### config.mk
export PLATFORM = sky130hd
export DESIGN_NAME = ldpc_bitflip_decode
export DESIGN_NICKNAME = d
export VERILOG_FILES = /design/src/rtl/ldpc_pkg.sv /design/src/rtl/ldpc_syndrome.sv /design/src/rtl/ldpc_bitflip_decode.sv
export SDC_FILE = /design/constraint.sdc
export NUM_CORES = 1
export LEC_CHECK = 0
export ABC_AREA = 1
export CORE_ASPECT_RATIO = 2
export CORE_MARGIN = 2
export CORE_UTILIZATION = 35
export CTS_CLUSTER_DIAMETER = 60
export CTS_CLUSTER_SIZE = 14
export DETAILED_ROUTE_END_ITERATION = 7
export SETUP_SLACK_MARGIN = 0.5
export SLEW_MARGIN = 20
export SYNTH_ARGS = -nofsm -noshare
export SYNTH_HDL_FRONTEND = slang
export SYNTH_HIERARCHICAL = 1
export SYNTH_SLANG_ARGS = --single-unit
### constraint.sdc
create_clock -name clk -period 6.45 [get_ports clk]
set_input_delay 1.29 -clock clk [delete_from_list [all_inputs] [get_ports clk]]
set_output_delay 1.29 -clock clk [all_outputs]
set_load 0.05 [all_outputs]
### src/rtl/ldpc_pkg.sv
// ----------------------------------------------------------------------------
// ldpc_pkg
// Shared types and sizing helpers for the bit-flipping LDPC decoder.
//   ldpc_state_e : decoder FSM states (IDLE, CHECK, FLIP, DONE)
//   cnt_w()      : bits needed to count 0..max_val (never less than 1)
//   *_W_DEF      : counter widths for the default N=6, K=3, MAX_ITER=8 build
// ----------------------------------------------------------------------------
package ldpc_pkg;

  typedef enum logic [1:0] {
    IDLE  = 2'd0,
    CHECK = 2'd1,
    FLIP  = 2'd2,
    DONE  = 2'd3
  } ldpc_state_e;

  // clog2(max_val+1), clamped to 1 so a zero limit still yields a legal vector.
  function automatic int cnt_w(input int max_val);
    return (max_val < 1) ? 1 : $clog2(max_val + 1);
  endfunction

  localparam int LDPC_N_DEF        = 6;
  localparam int LDPC_K_DEF        = 3;
  localparam int LDPC_MAX_ITER_DEF = 8;
  localparam int UNSAT_W_DEF       = cnt_w(LDPC_N_DEF - LDPC_K_DEF);
  localparam int ITER_W_DEF        = cnt_w(LDPC_MAX_ITER_DEF);

endpackage

### src/rtl/ldpc_syndrome.sv
// ----------------------------------------------------------------------------
// ldpc_syndrome
// Combinational syndrome / flip-decision logic for one bit-flipping step.
//   word      : current hard-decision word, N bits
//   h         : parity-check matrix, H[r][c] = h[r*N + c]
//   syn       : syndrome, one bit per check row
//   unsat     : per-column count of failing checks, packed UW bits per column
//   flip_mask : columns whose count equals the maximum (zero if max is 0)
// ----------------------------------------------------------------------------
module ldpc_syndrome
  import ldpc_pkg::*;
#(
  parameter int N = 6,
  parameter int K = 3
) (
  input  logic [N-1:0]               word,
  input  logic [(N-K)*N-1:0]         h,
  output logic [N-K-1:0]             syn,
  output logic [N*cnt_w(N-K)-1:0]    unsat,
  output logic [N-1:0]               flip_mask
);

  localparam int M  = N - K;
  localparam int UW = cnt_w(M);

  logic [UW-1:0] cnt [N];
  logic [UW-1:0] max_cnt;

  always_comb begin
    syn = '0;
    for (int r = 0; r < M; r++) begin
      for (int c = 0; c < N; c++) begin
        syn[r] = syn[r] ^ (h[r*N + c] & word[c]);
      end
    end
  end

  always_comb begin
    max_cnt = '0;
    for (int c = 0; c < N; c++) begin
      cnt[c] = '0;
      for (int r = 0; r < M; r++) begin
        if (syn[r] && h[r*N + c]) cnt[c] = cnt[c] + UW'(1);
      end
      if (cnt[c] > max_cnt) max_cnt = cnt[c];
    end
  end

  // A zero maximum means no failing check touches any column; flip nothing.
  always_comb begin
    unsat     = '0;
    flip_mask = '0;
    for (int c = 0; c < N; c++) begin
      unsat[c*UW +: UW] = cnt[c];
      flip_mask[c]      = (max_cnt != '0) && (cnt[c] == max_cnt);
    end
  end

endmodule

### src/rtl/ldpc_bitflip_decode.sv
// ----------------------------------------------------------------------------
// ldpc_bitflip_decode
// Hard-decision bit-flipping LDPC decoder. Accepts a received word and the
// parity-check matrix, alternates syndrome check / flip until the syndrome is
// zero or MAX_ITER flips were made, then strobes the result for one cycle.
//   clk, i_rst_n  : clock (rising edge), asynchronous active-low reset
//   i_valid       : word present; taken when o_ready is high
//   o_ready       : decoder idle
//   i_word, i_h   : received word and H matrix (H[r][c] = i_h[r*N + c])
//   o_valid       : one-cycle result strobe
//   o_ok          : final syndrome was zero
//   o_codeword    : decoded word; o_info_bits = o_codeword[K-1:0]
//   o_iter        : flips used (present only with LDPC_DEC_ITER_CNT_EN)
// Results hold after the strobe until the next result is produced.
// Optional feature macro: LDPC_DEC_ITER_CNT_EN
// ----------------------------------------------------------------------------
module ldpc_bitflip_decode
  import ldpc_pkg::*;
#(
  parameter int N        = 6,
  parameter int K        = 3,
  parameter int MAX_ITER = 8
) (
  input  logic                        clk,
  input  logic                        i_rst_n,
  input  logic                        i_valid,
  output logic                        o_ready,
  input  logic [N-1:0]                i_word,
  input  logic [(N-K)*N-1:0]          i_h,
  output logic                        o_valid,
  output logic                        o_ok,
  output logic [N-1:0]                o_codeword,
  output logic [K-1:0]                o_info_bits
`ifdef LDPC_DEC_ITER_CNT_EN
  ,
  output logic [cnt_w(MAX_ITER)-1:0]  o_iter
`endif
);

  localparam int M  = N - K;
  localparam int UW = cnt_w(M);
  localparam int IW = cnt_w(MAX_ITER);

  ldpc_state_e         state, state_nxt;
  logic [N-1:0]        word_q;
  logic [M*N-1:0]      h_q;
  logic [IW-1:0]       iter_q;
  logic [M-1:0]        syn;
  logic [N-1:0]        flip_mask;
  logic [N*UW-1:0]     unused_unsat;   // per-column counts kept for debug visibility
  logic                accept;
  logic                syn_zero;
  logic                iter_at_max;

  ldpc_syndrome #(.N(N), .K(K)) u_syndrome (
    .word      (word_q),
    .h         (h_q),
    .syn       (syn),
    .unsat     (unused_unsat),
    .flip_mask (flip_mask)
  );

  assign syn_zero    = (syn == '0);
  assign iter_at_max = (iter_q == IW'(MAX_ITER));

  always_ff @(posedge clk or negedge i_rst_n) begin
    if (!i_rst_n) state <= IDLE;
    else          state <= state_nxt;
  end

  always_comb begin
    state_nxt = state;
    o_ready   = 1'b0;
    o_valid   = 1'b0;
    accept    = 1'b0;
    unique case (state)
      IDLE: begin
        o_ready = 1'b1;
        accept  = i_valid;
        if (i_valid) state_nxt = CHECK;
      end
      CHECK: begin
        if (syn_zero || iter_at_max) state_nxt = DONE;
        else                         state_nxt = FLIP;
      end
      FLIP: state_nxt = CHECK;
      DONE: begin
        o_valid   = 1'b1;
        state_nxt = IDLE;
      end
      default: state_nxt = IDLE;
    endcase
  end

  // Control and visible results: cleared by reset.
  always_ff @(posedge clk or negedge i_rst_n) begin
    if (!i_rst_n) begin
      iter_q     <= '0;
      o_ok       <= 1'b0;
      o_codeword <= '0;
`ifdef LDPC_DEC_ITER_CNT_EN
      o_iter     <= '0;
`endif
    end else begin
      if (accept) iter_q <= '0;
      else if (state == FLIP) iter_q <= iter_q + IW'(1);
      // Results are latched on the CHECK -> DONE transition so they line up
      // with o_valid and hold afterwards.
      if (state == CHECK && (syn_zero || iter_at_max)) begin
        o_ok       <= syn_zero;
        o_codeword <= word_q;
`ifdef LDPC_DEC_ITER_CNT_EN
        o_iter     <= iter_q;
`endif
      end
    end
  end

  // Working word and captured H: datapath, no reset needed.
  always_ff @(posedge clk) begin
    if (accept) begin
      word_q <= i_word;
      h_q    <= i_h;
    end else if (state == FLIP) begin
      word_q <= word_q ^ flip_mask;
    end
  end

  assign o_info_bits = o_codeword[K-1:0];

endmodule

==> impl_metrics.toml <==
[worst_setup_path]
arrival_ns = 6.23
required_ns = 6.46
cpPeakStageDelay_ns = 0.48
path_max_fanout = 5
slowest_stage = "edfxtp_1"
r2r-start = "word_q[0]"
crit_top_cell = "nand2_2"
end_kind = "flop"
r2r_slack_ns = 0.23
critical_path_class = "flop to flop"
start_kind = "flop"
crit_start = "word_q[0]"

[clock_network]
clk_latency_ns = 0.28
htree_levels = 2
clk_pin_slew_ns = 0.05
clock_sinks = 37
clockRootBuffer = "clkbuf_16"
cts_tree = "yes"
clockBufferDepth = 2
cts_buffers = 5
hold_buffers = 0

[yosys]
yosysWarnings = 6
synth_cells = 354
synth_nets = 412
syn_area_um2 = 2860
avgSynthCellArea_um2 = 8.08

[flow_run]
maxCapViolCount = 0

[global_route]
grt_first_pass_wirelength_um = 12100
grt-ovfl-total = 0
grt.total_usage = 0.180
antenna_found_initial = 0
grt_max_degree = 31
grt_pass1_vias = 2686

[cells_and_area]
final_util = 0.561
num_antenna_cells = 0
syn_to_final_growth_pct = 55.8
final_cells = 562
num-nets-final = 523
layout-drive-gt1-share = 0.378

[routing]
ant_nets = 0
drtIter0Drc = 84
drc = 0
dr.pass1.iters = 4
viasPerCell = 4.75
routed_wl_um = 8510
vias = 2669
wl_per_cell_um = 15.1

[die]
die_area_um2 = 8950
core-area_um2 = 7940
dieHeight_um = 132
die_w_um = 67.9
rows = 46
num_io_pins = 39
initial_core_util = 0.360

[place]
place_ws_ns = -0.339
dp_hpwl_um = 5470
io_buffers = 38
place.gp.congestion = 0.862
placed_cells = 490

[timing]
fmax_ghz = 0.161
setup_violations = 0
fin_crit_sh = 0.964
slew_violations = 0
hold_violations = 0
relSlewSlack = 0.583
setup_ws_ns = 0.230
period_minus_slack_ns = 6.22
grt_setup_unrepaired = "yes"
tightestPinTransition_ns = 0.624
fin_skew_ns = 0.00302

[run_status]
outcome = "complete, no violations"

[worst_hold_path]
hp-class = "flop to flop"
min_from = "o_codeword[5]"
-- timing repair --
action / 4_1_cts / 5_1_grt
setup buffers: 52 / 12
gates resized for setup: 33 / 62
setup endpoints to repair: 6 / 6
pin swaps: 33 / 35
-- path summary, 6_finish.rpt --
check                                      to  cells after the start
worst max-delay path                word_q[1]                     37
worst min-delay path            o_codeword[5]                      2
worst max register to register      word_q[1]                     37
worst min register to register  o_codeword[5]                      2
max in group asynchronous                o_ok                      1
min in group asynchronous       o_codeword[1]                      1
-- placed cells by master (no fill, tap or decap), types with 13 or more instances in the layout --
| cell type | instances |
|---|---|
| ha_1 | 21 |
| dfrtp_1 | 13 |
| clkdlybuf4s50_1 | 38 |
| edfxtp_1 | 24 |
| nand3_1 | 18 |
| nand2_1 | 95 |
| inv_2 | 17 |
| inv_1 | 40 |
| nand2_2 | 25 |
| buf_4 | 64 |
-- sequential cells by signal, indices dropped and copies added, names as in the netlist --
name        flops
h_q            18
iter_q          4
o_codeword      6
o_ok            1
state           2
word_q          6
-- layout make-up --
type                    count  area, um2
fillers                   679       3490
multi-input cells         256       1990
flip-flops and latches     37       1050
repair buffers            108        928
inverters                  57        214
clock buffers               6        129
well taps                  96        120
clock inverters             2       33.8
-- metal layers --
metal	global-route usage	routed length (um)	up-vias
met4	0.107	398	0
met1	0.169	2920	1249
met2	0.347	5010	58
met5	0	0	-
met3	0.0154	183	28
li1	-	-	1334
-- worst max-delay path, delay by kind of cell, from the launching register on --
kind                     cells  cell delay, ns
AND/OR/NAND/NOR             15            1.40
adder cells (fa/ha/maj)      6            1.50
flip-flops                   1            0.48
AO/OA/AOI/OAI                6            1.18
buffers and inverters        6            0.73
XOR/XNOR                     4            0.67
-- metrics by stage --
stage | hold slack (ns) | instance area (um2) | TNS (ns)
floorplan | 0.522 | 2890 | 0
detailed placement | 0.468 | 3400 | -1.46
finish | 0.475 | 4460 | 0
global placement | 0.465 | 3400 | -0.346
global route | 0.493 | 4460 | -0.295
CTS | 0.480 | 4080 | 0
Power is left out: the tool's default activity adds up to more than one toggle a clock period on the data nets, which glitch-free logic cannot reach.
